<file path="config.mk">
export PLATFORM = sky130hd
export DESIGN_NAME = uart_tx_byte
export DESIGN_NICKNAME = d
export VERILOG_FILES = /design/src/rtl/test_status_reporter_pkg.sv /design/src/rtl/test_status_reporter_uart_tx_byte.sv
export SDC_FILE = /design/constraint.sdc
export NUM_CORES = 1
export LEC_CHECK = 0
export BUFFER_PORTS_ARGS = -buffer_cell sky130_fd_sc_hd__clkbuf_2
export CAP_MARGIN = 25
export CORE_ASPECT_RATIO = 0.5
export CORE_MARGIN = 8
export CORE_UTILIZATION = 58
export CTS_BUF_LIST = sky130_fd_sc_hd__clkbuf_16
export DETAILED_ROUTE_END_ITERATION = 10
export PLACE_DENSITY = 0.85
export RECOVER_POWER = 50
export SETUP_SLACK_MARGIN = 0.3
export SKIP_CTS_REPAIR_TIMING = 1
export SLEW_MARGIN = 40
export SYNTH_ARGS = -nofsm -noshare
export SYNTH_HDL_FRONTEND = slang
export SYNTH_SLANG_ARGS = --single-unit
export TNS_END_PERCENT = 20
</file>
<file path="constraint.sdc">
create_clock -name clk -period 3.36 [get_ports clk]
set_clock_uncertainty 0.2 [all_clocks]
set_input_delay 0 -clock clk [delete_from_list [all_inputs] [get_ports clk]]
set_output_delay 0 -clock clk [all_outputs]
set_load 0.01 [all_outputs]
</file>
<file path="src/rtl/test_status_reporter_pkg.sv">
// Shared constants for the test status reporter: register map, transmitter
// state encoding and the ASCII bytes that make up the report messages.
package test_status_reporter_pkg;

   localparam logic [7:0] OFF_TESTNUM = 8'h00;
   localparam logic [7:0] OFF_RESULT  = 8'h04;
   localparam logic [7:0] OFF_STATUS  = 8'h08;

   typedef enum logic [1:0] {
      IDLE  = 2'd0,
      START = 2'd1,
      DATA  = 2'd2,
      STOP  = 2'd3
   } tx_state_t;

   localparam logic [7:0] ASC_P      = 8'h50;
   localparam logic [7:0] ASC_A      = 8'h41;
   localparam logic [7:0] ASC_S      = 8'h53;
   localparam logic [7:0] ASC_F      = 8'h46;
   localparam logic [7:0] ASC_I      = 8'h49;
   localparam logic [7:0] ASC_L      = 8'h4C;
   localparam logic [7:0] ASC_NL     = 8'h0A;
   localparam logic [7:0] ASC_DIGIT0 = 8'h30;
   localparam logic [7:0] ASC_HEXA   = 8'h41;

   localparam int unsigned PASS_LEN = 5;
   localparam int unsigned FAIL_LEN = 7;

   function automatic logic [7:0] hex_ascii(input logic [3:0] n);
      if (n < 4'd10)
         return ASC_DIGIT0 + {4'b0000, n};
      else
         return ASC_HEXA + {4'b0000, n - 4'd10};
   endfunction

   // "PASS\n" or "FAIL" + two hex digits + "\n", selected by position
   function automatic logic [7:0] report_byte(input logic [2:0] idx,
                                              input logic       ok,
                                              input logic [7:0] num);
      logic [7:0] b;
      case (idx)
         3'd0:    b = ok ? ASC_P : ASC_F;
         3'd1:    b = ASC_A;
         3'd2:    b = ok ? ASC_S : ASC_I;
         3'd3:    b = ok ? ASC_S : ASC_L;
         3'd4:    b = ok ? ASC_NL : hex_ascii(num[7:4]);
         3'd5:    b = hex_ascii(num[3:0]);
         default: b = ASC_NL;
      endcase
      return b;
   endfunction

endpackage

</file>
<file path="src/rtl/test_status_reporter_uart_tx_byte.sv">
// 8N1 byte transmitter; accepts the next byte in the last stop-bit cycle so
// consecutive bytes go out with no idle gap.
module uart_tx_byte
   import test_status_reporter_pkg::*;
#(
   parameter int unsigned CLKS_PER_BIT = 434
) (
   input  logic       clk,
   input  logic       rst,
   input  logic [7:0] data,
   input  logic       valid,
   output logic       ready,
   output logic       txd,
   output logic       busy
);

   localparam logic [15:0] LAST_CNT = 16'(CLKS_PER_BIT - 1);

   tx_state_t   state;
   logic [15:0] clk_cnt;
   logic [2:0]  bit_cnt;
   logic [7:0]  shreg;
   logic        bit_end;

   assign bit_end = (clk_cnt == LAST_CNT);
   assign ready   = (state == IDLE) || ((state == STOP) && bit_end);
   assign busy    = (state != IDLE);

   always_ff @(posedge clk or posedge rst) begin
      if (rst) begin
         state   <= IDLE;
         clk_cnt <= '0;
         bit_cnt <= '0;
         shreg   <= '0;
         txd     <= 1'b1;
      end else begin
         case (state)
            IDLE: begin
               clk_cnt <= '0;
               bit_cnt <= '0;
               txd     <= 1'b1;
               if (valid) begin
                  shreg <= data;
                  txd   <= 1'b0;
                  state <= START;
               end
            end
            START: begin
               if (bit_end) begin
                  clk_cnt <= '0;
                  txd     <= shreg[0];
                  state   <= DATA;
               end else begin
                  clk_cnt <= clk_cnt + 16'd1;
               end
            end
            DATA: begin
               if (bit_end) begin
                  clk_cnt <= '0;
                  if (bit_cnt == 3'd7) begin
                     bit_cnt <= '0;
                     txd     <= 1'b1;
                     state   <= STOP;
                  end else begin
                     bit_cnt <= bit_cnt + 3'd1;
                     shreg   <= shreg >> 1;
                     txd     <= shreg[1];
                  end
               end else begin
                  clk_cnt <= clk_cnt + 16'd1;
               end
            end
            STOP: begin
               if (bit_end) begin
                  clk_cnt <= '0;
                  if (valid) begin
                     shreg <= data;
                     txd   <= 1'b0;
                     state <= START;
                  end else begin
                     state <= IDLE;
                  end
               end else begin
                  clk_cnt <= clk_cnt + 16'd1;
               end
            end
            default: state <= IDLE;
         endcase
      end
   end

endmodule

</file>
# Word-level counts from Yosys, hierarchy flattened
# Cells that the tools add are included.
# W data, S select, Z words.
[classes]
muxes = 24
reduce_logical = 11
eq_ne = 12
addsub = 2
[ops]
columns = ["op", "n"]
rows = [
  ["$mux W8", 4],
  ["$pmux W16 S2", 1],
  ["$pmux W8 S3", 1],
  ["$add A16 B1 Y16 const B", 1],
  ["$eq A16 B9 Y1 const B", 1],
  ["$mux W16", 1],
  ["$ne A2 B2 Y1 const B", 7],
  ["$mux W2", 5],
  ["$pmux W2 S4", 1],
  ["$reduce_and A4 Y1", 2],
  ["$mux W1", 7],
  ["$mux W3", 2],
  ["$pmux W3 S2", 1],
  ["$reduce_and A5 Y1", 1],
  ["$eq A2 B2 Y1 const B", 2],
  ["$pmux W1 S4", 1],
  ["$reduce_bool A2 Y1", 2],
  ["$add A3 B1 Y3 const B", 1],
  ["$eq A3 B3 Y1 const B", 1],
  ["$reduce_bool A3 Y1", 1],
  ["$reduce_or A3 Y1", 1],
  ["$eq A2 B1 Y1 const B", 1],
  ["$logic_not A2 Y1", 1],
  ["$reduce_and A2 Y1", 1],
  ["other kinds (2)", 2],
]
[totals]
word_cells = 54
inputBits = 11
ff_bits = 30
out_inout_bits = 3

# Depth between registers and ports, before layout
[depth]
word_depth = 4
depth_mapped = 8
depth_no_buf = 7

# Worst setup path after synthesis
# Ideal clock, no wire load.
[synth_path]
kind = "reg2reg"
startpoint = "reg clk_cnt[10]"
endpoint = "reg shreg[0]"
stages_incl_launch_ff = 6
synth_period_minus_slack_ns = 2.443
slack_ns = 0.917
required_time_ns = 3.037
n_path_buf = 0
arrival_time_ns = 2.120
path_cell_list = "dfrtp_1 -> or4_4 -> or4_4 -> a2111oi_4 -> nand2b_1 -> o221a_2"
[synth_between]
elab_chain_len = 3
[synth_lines]
columns = ["item", "line_no", "rtl"]
rows = [
  ["start: declaration", "test_status_reporter_uart_tx_byte.sv:20", "logic [15:0] clk_cnt;"],
  ["start signal: assignment", "test_status_reporter_uart_tx_byte.sv:54", "clk_cnt <= clk_cnt + 16'd1;"],
  ["start signal: assignment", "test_status_reporter_uart_tx_byte.sv:70", "clk_cnt <= clk_cnt + 16'd1;"],
  ["start signal: assignment", "test_status_reporter_uart_tx_byte.sv:84", "clk_cnt <= clk_cnt + 16'd1;"],
  ["$eq A16 B9 Y1 (*)", "test_status_reporter_uart_tx_byte.sv:25", "assign bit_end = (clk_cnt == LAST_CNT);"],
  ["$ne A2 B2 Y1 (no line)", "n/a", ""],
  ["$reduce_and A4 Y1 (no line) (*)", "n/a", ""],
  ["end signal: assignment", "test_status_reporter_uart_tx_byte.sv:43", "shreg <= data;"],
  ["end signal: assignment", "test_status_reporter_uart_tx_byte.sv:66", "shreg <= shreg >> 1;"],
  ["end signal: assignment", "test_status_reporter_uart_tx_byte.sv:77", "shreg <= data;"],
  ["end: declaration", "test_status_reporter_uart_tx_byte.sv:22", "logic [7:0] shreg;"],
]
# Every way passes the cells marked *; elsewhere a longest branch is shown, timed or not.
# A chain may end at the register's enable or synchronous reset.

# Worst setup path after layout
[layout_path]
startpoint = "reg clk_cnt[10]"
endpoint = "reg shreg[5]"
# The elaborated chain is that of the path after synthesis.

==> qor.txt <==
Run status: completed
FFs w/ async S/R, synth: 1.00
Met1 wire length: 1650 um
Leakage Power: 0.933 nW
Rel. slew slack: 0.262
H-tree levels: 2
Die Ht: 53.7 um
Clock buffer depth: 2
Count leader, synth: dfrtp_1
Actual slew at the worst max-slew pin: 1.11 ns
Worst-Skew Late Latency: 0.27 ns
Num CTS Buffers: 5
Seq cells post-synth: 30
Gr ovfl total: 0
Synthesized area: 0.00165 mm2
Met2 WL: 1720 um
Yosys Warn Count: 0
Port bufs: 13
Arr. time, crit path: 2.66 ns
DIE WIDTH: 91.4 um
Core ar.: 0.00265 mm2
FMAX: 363 MHz
Pin count of the biggest net entering global routing: 31
Worst setup SP type: flip-flop
Crit path kind: reg -> reg
Peak supply drop: 0.258 mV
Ranking of synthesized cells by area: dfrtp_1 (44%), ha_1 (7.6%), nor2_1 (5.5%)
Layout area overhead: 20.6%
Vias/cell: 5.65
Die area: 0.00491 mm2
RSZ-0062 raised after global routing: false
Via Count: 1305
Layout cells sized above 1: 0.165
Number of flops mapped to enable cells by yosys: 0
Gate count of the mapped netlist: 165
Antenna cells: 0
Fin util: 0.750
CTS sink count: 30
Min-delay worst type: reg -> reg
Drc violations: 0
Hold Fails Final Rpt: 0
Std cell rows: 13
Setup TNS: 0 ns
First-pass GRT wire length: 5650 um
Max cap viols: 0
Top sig layer: met4
Worst Setup End Kind: flip-flop
Worst EP required: 3.27 ns
# IOs: 14
CTS tree: yes
GPL Wtd Cong: 0.850
Final Cycle Share: 0.819
Final setup viols: 0
Seq/Total Area, Yosys: 0.456
Starting Density: 0.622
Total power: 804 uW
Syn nets: 186
1st-iter DRT viols: 27
Mean routed wirelength per cell: 15.5 um
Unique cell type count in the Yosys netlist: 40
Met3 routed WL: 176 um
Syn avg cell area: 9.99 um2
Clock Pin Slew Worst Setup and Hold Paths: 0.05 ns
Nets: 214
Synth top area share: 0.440
Synth top cells by count: dfrtp_1 (29), nor2_1 (24), ha_1 (10), inv_1 (10), nand2_1 (10)
Primary FF master, synth: dfrtp_1
Maximum fanout along the worst path: 6
Drt pass-1 iters: 4
Clock tree root buffer cell: clkbuf_16
Detailed Place HPWL: 2280 um
Pwr/cell area: 404 mW/mm2
Initial antenna violation count: 0
Vias in the first global route: 1255
Tmin final: 2.75 ns
Gr usage total: 0.145
Area leader, netlist: dfrtp_1
Routed Wire Length: 3580 um
Antenna Nets Post-Route: 0
Fillers: 160
Slew Limit Fails: 0
state kept, by name (all words and copies together), names as in the netlist:
name	cells
shreg	8
bit_cnt	3
txd	1
clk_cnt	16
state	2
critical path, cell delays in order, from the launching register on:
cell and delay [ns]:
dfrtp_1 0.42, or4_4 0.57, or4_4 0.59, a211oi_1 0.64
a2bb2oi_1 0.17
cell usage in the layout (no fill, tap or decap), types with 4 or more instances in the layout:
master,count
dfrtp_1,29
nor2_1,24
clkbuf_2,12
inv_1,10
nand2_1,10
ha_1,10
dlygate4sd3_1,10
nand3_1,8
xor2_1,8
xnor2_1,6
a21oi_1,5
clkbuf_16,5
nand4_1,4
o22ai_1,4
a2bb2oi_1,4
nand2b_1,4
nor3_1,4
final timing paths:
kind | startpoint | endpoint | slack, ns | cells past startpoint
hold reg to reg | bit_cnt[1] | bit_cnt[1] | 0.30 | 2
setup / recovery | clk_cnt[10] | shreg[5] | 0.61 | 4
setup reg to reg | clk_cnt[10] | shreg[5] | 0.61 | 4
hold / removal | bit_cnt[1] | bit_cnt[1] | 0.30 | 2
min in group asynchronous | rst | clk_cnt[15] | 0.37 | 3
max in group asynchronous | rst | clk_cnt[2] | 1.92 | 3
metal layers:
| layer | GRT usage | vias to the layer above |
|---|---|---|
| met3 | 0.0499 | 4 |
| met4 | 0.0643 | 0 |
| met2 | 0.252 | 28 |
| met5 | 0 | - |
| li1 | - | 645 |
| met1 | 0.164 | 628 |
where the power goes:
| part | switching [mW] | internal [mW] | total, mW |
|---|---|---|---|
| Combinational | 0.0124 | 0.0145 | 0.0269 |
| Clock | 0.145 | 0.265 | 0.410 |
| Sequential | 0.00200 | 0.365 | 0.367 |
stage by stage:
step / std cells / hold slack, ns / area (um2) / setup WS [ns]
finish: 231 / 0.297 / 1990 / 0.609
global placement: 213 / 0.0420 / 1750 / 0.792
detailed placement: 213 / -0.0998 / 1750 / 0.758
CTS: 221 / -0.380 / 1890 / 0.662
global route: 231 / 0.331 / 1990 / 0.500
floorplan: 165 / -0.110 / 1650 / 0.917
layout make-up:
| type | instances | area (um2) | share of cell area |
|---|---|---|---|
| Multi-Input combinational cell | 122 | 846 | 0.425 |
| Tap cell | 37 | 46.3 | 0.0233 |
| Inverter | 10 | 37.5 | 0.0189 |
| Clock inverter | 3 | 11.3 | 0.00566 |
| Timing Repair Buffer | 24 | 171 | 0.0862 |
| Clock buffer | 5 | 125 | 0.0629 |
| Sequential cell | 30 | 752 | 0.378 |
cell families (layout without fill, tap and decap cells):
logic type,after synthesis,after routing,synth area share
buffers and inverters,13,42,0.0311
XOR/XNOR,14,14,0.0744
flip-flops,30,30,0.456
AO/OA/AOI/OAI,30,30,0.148
AND/OR/NAND/NOR,68,68,0.215
adder cells (fa/ha/maj),10,10,0.0759
No activity file was read; power rests on OpenSTA's default activity.
